File: config.mk
export PLATFORM = sky130hd
export DESIGN_NAME = instb_fetch
export DESIGN_NICKNAME = d
export VERILOG_FILES = /design/src/rtl/instb_pkg.sv /design/src/rtl/instb_fetch_fifo.sv /design/src/rtl/instb_fetch.sv
export SDC_FILE = /design/constraint.sdc
export NUM_CORES = 1
export LEC_CHECK = 0
export BUFFER_PORTS_ARGS = -buffer_cell sky130_fd_sc_hd__buf_2
export CORE_AREA = 3 3 229 276
export DETAILED_ROUTE_END_ITERATION = 12
export DIE_AREA = 0 0 232 279
export PLACE_DENSITY = 0.59
export SLEW_MARGIN = 30
export SYNTH_ARGS = -nofsm -noshare
export SYNTH_HDL_FRONTEND = slang
export SYNTH_SLANG_ARGS = --single-unit
File: constraint.sdc
create_clock -name clk -period 6.06 [get_ports clk]
set_clock_uncertainty 0.15 [all_clocks]
set_input_delay 0.606 -clock clk [delete_from_list [all_inputs] [get_ports clk]]
set_output_delay 0.606 -clock clk [all_outputs]
set_load 0.01 [all_outputs]
File: src/rtl/instb_pkg.sv
// Shared defaults and FSM state encoding for the instruction-buffer fetch unit.
package instb_pkg;

    localparam int INSTB_AW = 12;
    localparam int INSTB_DW = 128;
    localparam int INSTB_FD = 4;

    typedef enum logic [1:0] {
        ST_IDLE  = 2'd0,
        ST_FETCH = 2'd1,
        ST_DRAIN = 2'd2
    } state_t;

endpackage

File: src/rtl/instb_fetch_fifo.sv
// Synchronous prefetch FIFO with occupancy count; flush empties it in one cycle.
module instb_fetch_fifo
    import instb_pkg::*;
#(
    parameter int W     = INSTB_DW + INSTB_AW,
    parameter int DEPTH = INSTB_FD
) (
    input  logic                       clk,
    input  logic                       rst,
    input  logic                       flush,
    input  logic                       push,
    input  logic [W-1:0]               push_data,
    input  logic                       pop,
    output logic [W-1:0]               head,
    output logic                       empty,
    output logic [$clog2(DEPTH):0]     count
);

    localparam int PW = $clog2(DEPTH);

    logic [W-1:0]  mem [DEPTH];
    logic [PW-1:0] wr_ptr;
    logic [PW-1:0] rd_ptr;

    // Storage write; contents need no reset because count gates visibility.
    always_ff @(posedge clk) begin
        if (push && !flush && !rst) begin
            mem[wr_ptr] <= push_data;
        end
    end

    // Pointer and count bookkeeping; simultaneous push and pop keep count.
    always_ff @(posedge clk) begin
        if (rst || flush) begin
            wr_ptr <= '0;
            rd_ptr <= '0;
            count  <= '0;
        end else begin
            if (push) wr_ptr <= wr_ptr + 1'b1;
            if (pop)  rd_ptr <= rd_ptr + 1'b1;
            case ({push, pop})
                2'b10:   count <= count + 1'b1;
                2'b01:   count <= count - 1'b1;
                default: count <= count;
            endcase
        end
    end

    assign head  = mem[rd_ptr];
    assign empty = (count == '0);

endmodule

File: src/rtl/instb_fetch.sv
// Instruction fetch: streams lines from the instruction buffer into a
// prefetch FIFO and hands them to the decoder in address order.
//
//   state    | meaning
//   ---------+---------------------------------------------------------
//   ST_IDLE  | waiting for start
//   ST_FETCH | issuing buffer reads while lines remain and FIFO has room
//   ST_DRAIN | all reads issued; waiting for FIFO and in-flight read to empty
module instb_fetch
    import instb_pkg::*;
#(
    parameter int AW = INSTB_AW,
    parameter int DW = INSTB_DW,
    parameter int FD = INSTB_FD
) (
    input  logic          clk,
    input  logic          rst,
    input  logic          start,
    input  logic [AW-1:0] start_addr,
    input  logic [AW:0]   start_num,
    input  logic          redirect,
    input  logic [AW-1:0] redirect_addr,
    input  logic [AW:0]   redirect_num,
    output logic          busy,
    output logic          done,
    output logic          instb_enb,
    output logic [AW-1:0] instb_addrb,
    input  logic [DW-1:0] instb_doutb,
    output logic          inst_valid,
    input  logic          inst_ready,
    output logic [DW-1:0] inst_data,
    output logic [AW-1:0] inst_addr
);

    localparam int CW = $clog2(FD) + 1;
    localparam logic [CW:0] FD_LIM = (CW + 1)'(FD);

    state_t          state;
    logic [AW-1:0]   pc;
    logic [AW:0]     rem;
    logic            inflight;
    logic [AW-1:0]   inflight_addr;

    logic            issue;
    logic            push;
    logic            pop;
    logic            flush;
    logic            fifo_empty;
    logic [CW-1:0]   fifo_count;
    logic [CW:0]     occ;
    logic [DW+AW-1:0] fifo_head;

    // Issue decision: occupancy counts the in-flight read so the FIFO can never overflow.
    always_comb begin
        occ   = {1'b0, fifo_count} + {{CW{1'b0}}, inflight};
        issue = (state == ST_FETCH) && (rem != '0) && (occ < FD_LIM) && !redirect && !rst;
        flush = redirect && (state != ST_IDLE);
        push  = inflight && !redirect;
        pop   = inst_valid && inst_ready;
    end

    instb_fetch_fifo #(
        .W     (DW + AW),
        .DEPTH (FD)
    ) u_fifo (
        .clk       (clk),
        .rst       (rst),
        .flush     (flush),
        .push      (push),
        .push_data ({instb_doutb, inflight_addr}),
        .pop       (pop),
        .head      (fifo_head),
        .empty     (fifo_empty),
        .count     (fifo_count)
    );

    // Fetch FSM with pc/rem bookkeeping and the one-cycle done pulse.
    always_ff @(posedge clk) begin
        if (rst) begin
            state         <= ST_IDLE;
            pc            <= '0;
            rem           <= '0;
            inflight      <= 1'b0;
            inflight_addr <= '0;
            done          <= 1'b0;
        end else begin
            done     <= 1'b0;
            inflight <= issue;
            if (issue) inflight_addr <= pc;
            case (state)
                ST_IDLE: begin
                    if (start) begin
                        pc    <= start_addr;
                        rem   <= start_num;
                        state <= (start_num == '0) ? ST_DRAIN : ST_FETCH;
                    end
                end
                ST_FETCH: begin
                    if (redirect) begin
                        pc    <= redirect_addr;
                        rem   <= redirect_num;
                        state <= (redirect_num == '0) ? ST_DRAIN : ST_FETCH;
                    end else if (issue) begin
                        pc  <= pc + 1'b1;
                        rem <= rem - 1'b1;
                        if (rem == (AW + 1)'(1)) state <= ST_DRAIN;
                    end
                end
                ST_DRAIN: begin
                    if (redirect) begin
                        pc    <= redirect_addr;
                        rem   <= redirect_num;
                        state <= (redirect_num == '0) ? ST_DRAIN : ST_FETCH;
                    end else if (fifo_empty && !inflight) begin
                        state <= ST_IDLE;
                        done  <= 1'b1;
                    end
                end
                default: state <= ST_IDLE;
            endcase
        end
    end

    assign busy        = (state != ST_IDLE);
    assign instb_enb   = issue;
    assign instb_addrb = pc;
    assign inst_valid  = !fifo_empty;
    assign inst_data   = inst_valid ? fifo_head[AW +: DW] : '0;
    assign inst_addr   = inst_valid ? fifo_head[AW-1:0]   : '0;

endmodule

=== Word level (Yosys, flattened, before mapping) ===
Memory sizes are Yosys's and may differ from the RTL's. A register that Yosys moved wholly into a read port is not among the register bits.
Index checks and enable logic that the tools add are counted.

* Bits in registers: 48
* Memories kept: 1
* RAM bits: 560
* Logic and storage cells: 83
* Input port bits: 183
* Output and inout bits: 156

* $add $sub $neg: 7
* Bitwise gates (word level): 1
* Reduce and logical (&&, ||, !) cells: 27
* Equal/unequal tests: 10
* $lt $le $gt $ge: 1
* Multiplexer cells: 27

{| class="wikitable"
|+ Memory list
! memory !! words !! width !! read ports !! clocked after Yosys merged registers in !! wr ports !! line !! source
|-
| u_fifo.mem || 4 || 140 || 1 || 1 || 1 || instb_fetch_fifo.sv:21 || <nowiki>logic [W-1:0] mem [DEPTH];</nowiki>
|}

{| class="wikitable"
|+ Operator list
! kind !! count
|-
| $mux 128 || 1
|-
| $mux 12 || 5
|-
| $mux 13 || 4
|-
| $pmux 13 s3 || 1
|-
| $pmux 12 s3 || 1
|-
| $logic_not 13->1 || 2
|-
| $mux 2 || 10
|-
| $eq 13x1->1 const B || 1
|-
| $reduce_bool 13->1 || 1
|-
| $sub 13x1->13 const B || 1
|-
| $add 12x1->12 const B || 1
|-
| $logic_and 1x1->1 || 10
|-
| $reduce_and 4->1 || 2
|-
| $ne 3x3->1 const B || 2
|-
| $pmux 2 s3 || 1
|-
| $pmux 3 s2 || 1
|-
| $logic_not 1->1 || 5
|-
| $add 2x1->2 const B || 2
|-
| $add 3x1->4 || 1
|-
| $eq 2x1->1 const B || 2
|-
| $eq 2x2->1 const B || 2
|-
| $lt 4x3->1 const B || 1
|-
| $ne 2x2->1 const B || 2
|-
| $reduce_bool 2->1 || 2
|-
| other kinds (10) || 12
|}

=== Logic depth before layout (Yosys ltp) ===
* Depth in word-level cells: 8
* Mapped depth: 10
* Gate-level depth less buffers: 8

=== By module ===
From an unflattened synthesis, not the netlist that was laid out.

* Cell total of the unflattened synthesis: 1,295
* Area total of the unflattened synthesis: 24,364.6 um2

{| class="wikitable"
|+ By module, submodules not included
! module !! cells each !! times used !! area each (um2)
|-
| instb_fetch_fifo || 780 || 1 || 20,633.5
|-
| instb_fetch || 515 || 1 || 3,731.1
|}

=== Worst setup path after synthesis ===
No wires, ideal clock.

* Kind: input -> register
* Start point: input port redirect
* End point: memory u_fifo.mem[0][0] (netlist name) (enable)
* Cell stages on the path: 6
* Arrival: 4.683 ns
* Setup slack: 0.710 ns
* Data required time: 5.393 ns
* Setup time: 0.517 ns
* Buffers on the path: 2
* Path through: clkbuf_1 clkbuf_1 nor2b_1 inv_1 nor2_1 and2_1

* Longest elaborated chain between the ends: 6

{| class="wikitable"
|+ Ends and longest elaborated chain
! item !! line !! source
|-
| start: declaration || instb_fetch.sv:21 || <nowiki>input logic redirect,</nowiki>
|-
| $logic_not 1->1 or $logic_and 1x1->1 (tied branches) || instb_fetch.sv:58, instb_fetch.sv:57 ||
|-
| $logic_and 1x1->1 or $logic_not 1->1 (tied branches) || instb_fetch.sv:58, instb_fetch_fifo.sv:27 ||
|-
| $logic_and 1x1->1 (*) (2 in a row) || instb_fetch_fifo.sv:27 || <nowiki>if (push && !flush && !rst) begin</nowiki>
|-
| $mux 1 (*) || instb_fetch_fifo.sv:27 ||
|-
| $mux 1 (implied by the code) (*) || instb_fetch_fifo.sv:28 || <nowiki>mem[wr_ptr] <= push_data;</nowiki>
|-
| end: declaration || instb_fetch_fifo.sv:21 ||
|}

Every way passes the cells marked *; elsewhere a longest branch is shown, timed or not.

==> results.json <==
{
  "status": "completed",
  "vias": 13010,
  "synth_edf_count": 560,
  "cts.repair.resized": 0,
  "wl_per_cell_um": 21.60,
  "cts.sinks": 610,
  "cts_hold_buffers": 0,
  "die-area_um2": 64730,
  "port_buffers": 338,
  "ys_seq_elements": 610,
  "grt_max_degree": 95,
  "placed_cell_area_um2": 26780,
  "regArea_um2": 17820,
  "p_seq_frac": 0.513,
  "syn_inst": 1302,
  "syn_to_final_growth_pct": 18.92,
  "tightest_slew_ns": 0.8915,
  "htreeDepth": 2,
  "cp-start-kind": "flop",
  "synthFlopType": "edfxtp_1",
  "pwr-share-clk": 0.384,
  "grt_usage": 0.1650,
  "report.final.slew_viol_count": 0,
  "routed_via_density": 5.201,
  "antenna_found_initial": 10,
  "worstSetupPathType": "reg -> out",
  "layout_common_cells": "edfxtp_1, buf_2, and2_1",
  "final_common_cell": "edfxtp_1",
  "switching_share": 0.2353,
  "min_period_over_period": 0.6323,
  "clockBufferDepth": 3,
  "totalWireLength_um": 54050,
  "dieHeight_um": 279,
  "drtAntennaViolNets": 0,
  "final_area_um2": 28690,
  "cp.arrival_ns": 3.08,
  "first_pass_iters": 5,
  "ios": 339,
  "finalHoldViolCount": 0,
  "fin_crit_ns": 3.832,
  "fp.dieW_um": 232,
  "internal-power_mw": 7.107,
  "post_cts_buffers": 0,
  "ys.warnings.count": 0,
  "fmaxAchievable_mhz": 261.0,
  "core_um2": 60700,
  "clk_pin_slew_worst_paths_ns": 0.06,
  "vdd.ir_drop.worst_uv": 199.4,
  "synth.cell_area_um2": 24120,
  "combPwrFrac": 0.103,
  "power_density_nw_per_um2": 324.0,
  "rsz0062_at_grt": "false",
  "multi_input_area_um2": 5988,
  "drtIter0Drc": 1009,
  "gp_congestion": 0.8402,
  "maxCapViolations": 0,
  "rows": 99,
  "setup_viol": 0,
  "setup_tns_ns": 0,
  "hold_path.class": "in -> reg",
  "clock-root-buffer": "clkbuf_16",
  "slew_headroom": 0.4057,
  "r2r_slack_ns": 3.21,
  "synth-async-reset-ratio": 0,
  "crit_fanout": 78,
  "grt_pass1_wl_um": 81820,
  "p_leak_nw": 9.727,
  "fill_cells": 5261,
  "layout.nets": 1840,
  "worstPathRequired_ns": 5.30,
  "gr-total-overflow": 0,
  "dp_hpwl_um": 33290,
  "synth.avg_cell_area_um2": 18.53,
  "cts_tree": "built",
  "grt_pass1_vias": 13320,
  "cts_buffers": 59,
  "yosysUniqueCellTypes": 51,
  "clk_latency_ns": 0.60,
  "syn_nets": 1498,
  "drive_gt1_frac": 0.3503,
  "fin_total_pwr_mw": 9.294,
  "switching_power_mw": 2.187,
  "start_util": 0.3974,
  "remaining_drc_errors": 0,
  "yosysSeqAreaShare": 0.7387,
  "end_kind": "output port"
}
critical path, stage by stage (launching register included):
cell and delay (ns):
dfxtp_4 0.88, buf_12 0.61, mux4_2 0.59, and2_1 0.20, buf_2 0.15
area by class of cell:
cell class,count,area share
sequential,610,0.6214
multi-input combinational,605,0.2088
timing repair buffer,353,0.06634
clock buffer,77,0.05492
tap,808,0.03524
clock inverter,30,0.01104
inverter,15,0.001963
antenna,4,0.0003489
cell usage after synthesis (3+ instances only):
cell type	count	area, um^2
xnor2_1	7	61.31
o211ai_1	23	172.7
nor2_1	27	101.4
and2_1	145	907.1
o21ai_0	17	85.08
nand2_1	81	304.0
buf_1	21	78.83
or3_1	3	18.77
edfxtp_1	560	16820
xor2_1	15	131.4
nor3_1	8	40.04
a211o_1	4	35.03
a21oi_1	50	250.2
nand3_1	9	45.04
a22oi_1	9	67.56
nand3b_1	3	22.52
inv_1	13	48.80
a21o_1	4	30.03
mux4_2	140	3153
ha_1	12	150.1
nor2b_1	4	25.02
nand2b_1	4	25.02
nand4_1	5	31.28
dfxtp_1	50	1001
nor4_1	5	31.28
clkbuf_1	38	142.6
buf_2	13	65.06
worst paths after layout:
path / startpoint / end / cells past startpoint
worst max-delay path: flop / inst_data[78] / 4
worst min-delay path: instb_doutb[105] / u_fifo.mem[2][117] / 1
worst min register to register: rem[6] / rem[6] / 2
worst max register to register: inflight / u_fifo.mem[3][115] / 5
sequential cells by signal, summed over array words and instances (netlist names), named ones only:
name,flops
inflight,1
inflight_addr,12
u_fifo.rd_ptr,2
u_fifo.count,3
instb_addrb,12
u_fifo.wr_ptr,2
state,2
done,1
rem,13
u_fifo.mem,560
power groups by stage:
stage / sequential [mW] / combinational (mW) / clock [mW]
3_5_place_dp: 4.86 / 0.965 / 0
6_report: 4.77 / 0.959 / 3.56
3_3_place_gp: 4.86 / 0.947 / 0
5_1_grt: 4.78 / 1.06 / 3.84
4_1_cts: 4.77 / 0.970 / 3.67
2_1_floorplan: 4.84 / 0.612 / 0
layer usage:
layer / global-route usage / vias up / share of wire
met5: 0 / - / 0.0012
met2: 0.2716 / 412 / 0.49
met3: 0.04214 / 79 / 0.072
met1: 0.2222 / 6691 / 0.42
met4: 0.03799 / 10 / 0.018
li1: - / 5822 / -
cells by family (layout without fill, tap and decap cells):
logic type / Yosys count / after routing / synth area share
simple gates: 304 / 304 / 0.06759
other cells: 0 / 4 / 0
buf+inv: 87 / 475 / 0.01421
compound gates: 122 / 122 / 0.03185
xor+xnor: 22 / 22 / 0.007989
fa+ha+maj: 13 / 13 / 0.007055
mux: 144 / 144 / 0.1326
flops: 610 / 610 / 0.7387
metrics by stage:
stage | cells | hold slack, ns | util | setup WS (ns)
floorplan | 1302 | 0.2874 | - | 0.7098
CTS | 2498 | 0.01165 | 0.4724 | 2.039
global route | 2500 | 0.01781 | 0.4725 | 1.918
detailed placement | 2391 | 0.3228 | 0.4413 | 2.592
finish | 2502 | 0.05966 | 0.4726 | 2.228
global placement | 2390 | 0.3086 | 0.4406 | 2.619
(Power assumes the default switching activity.)
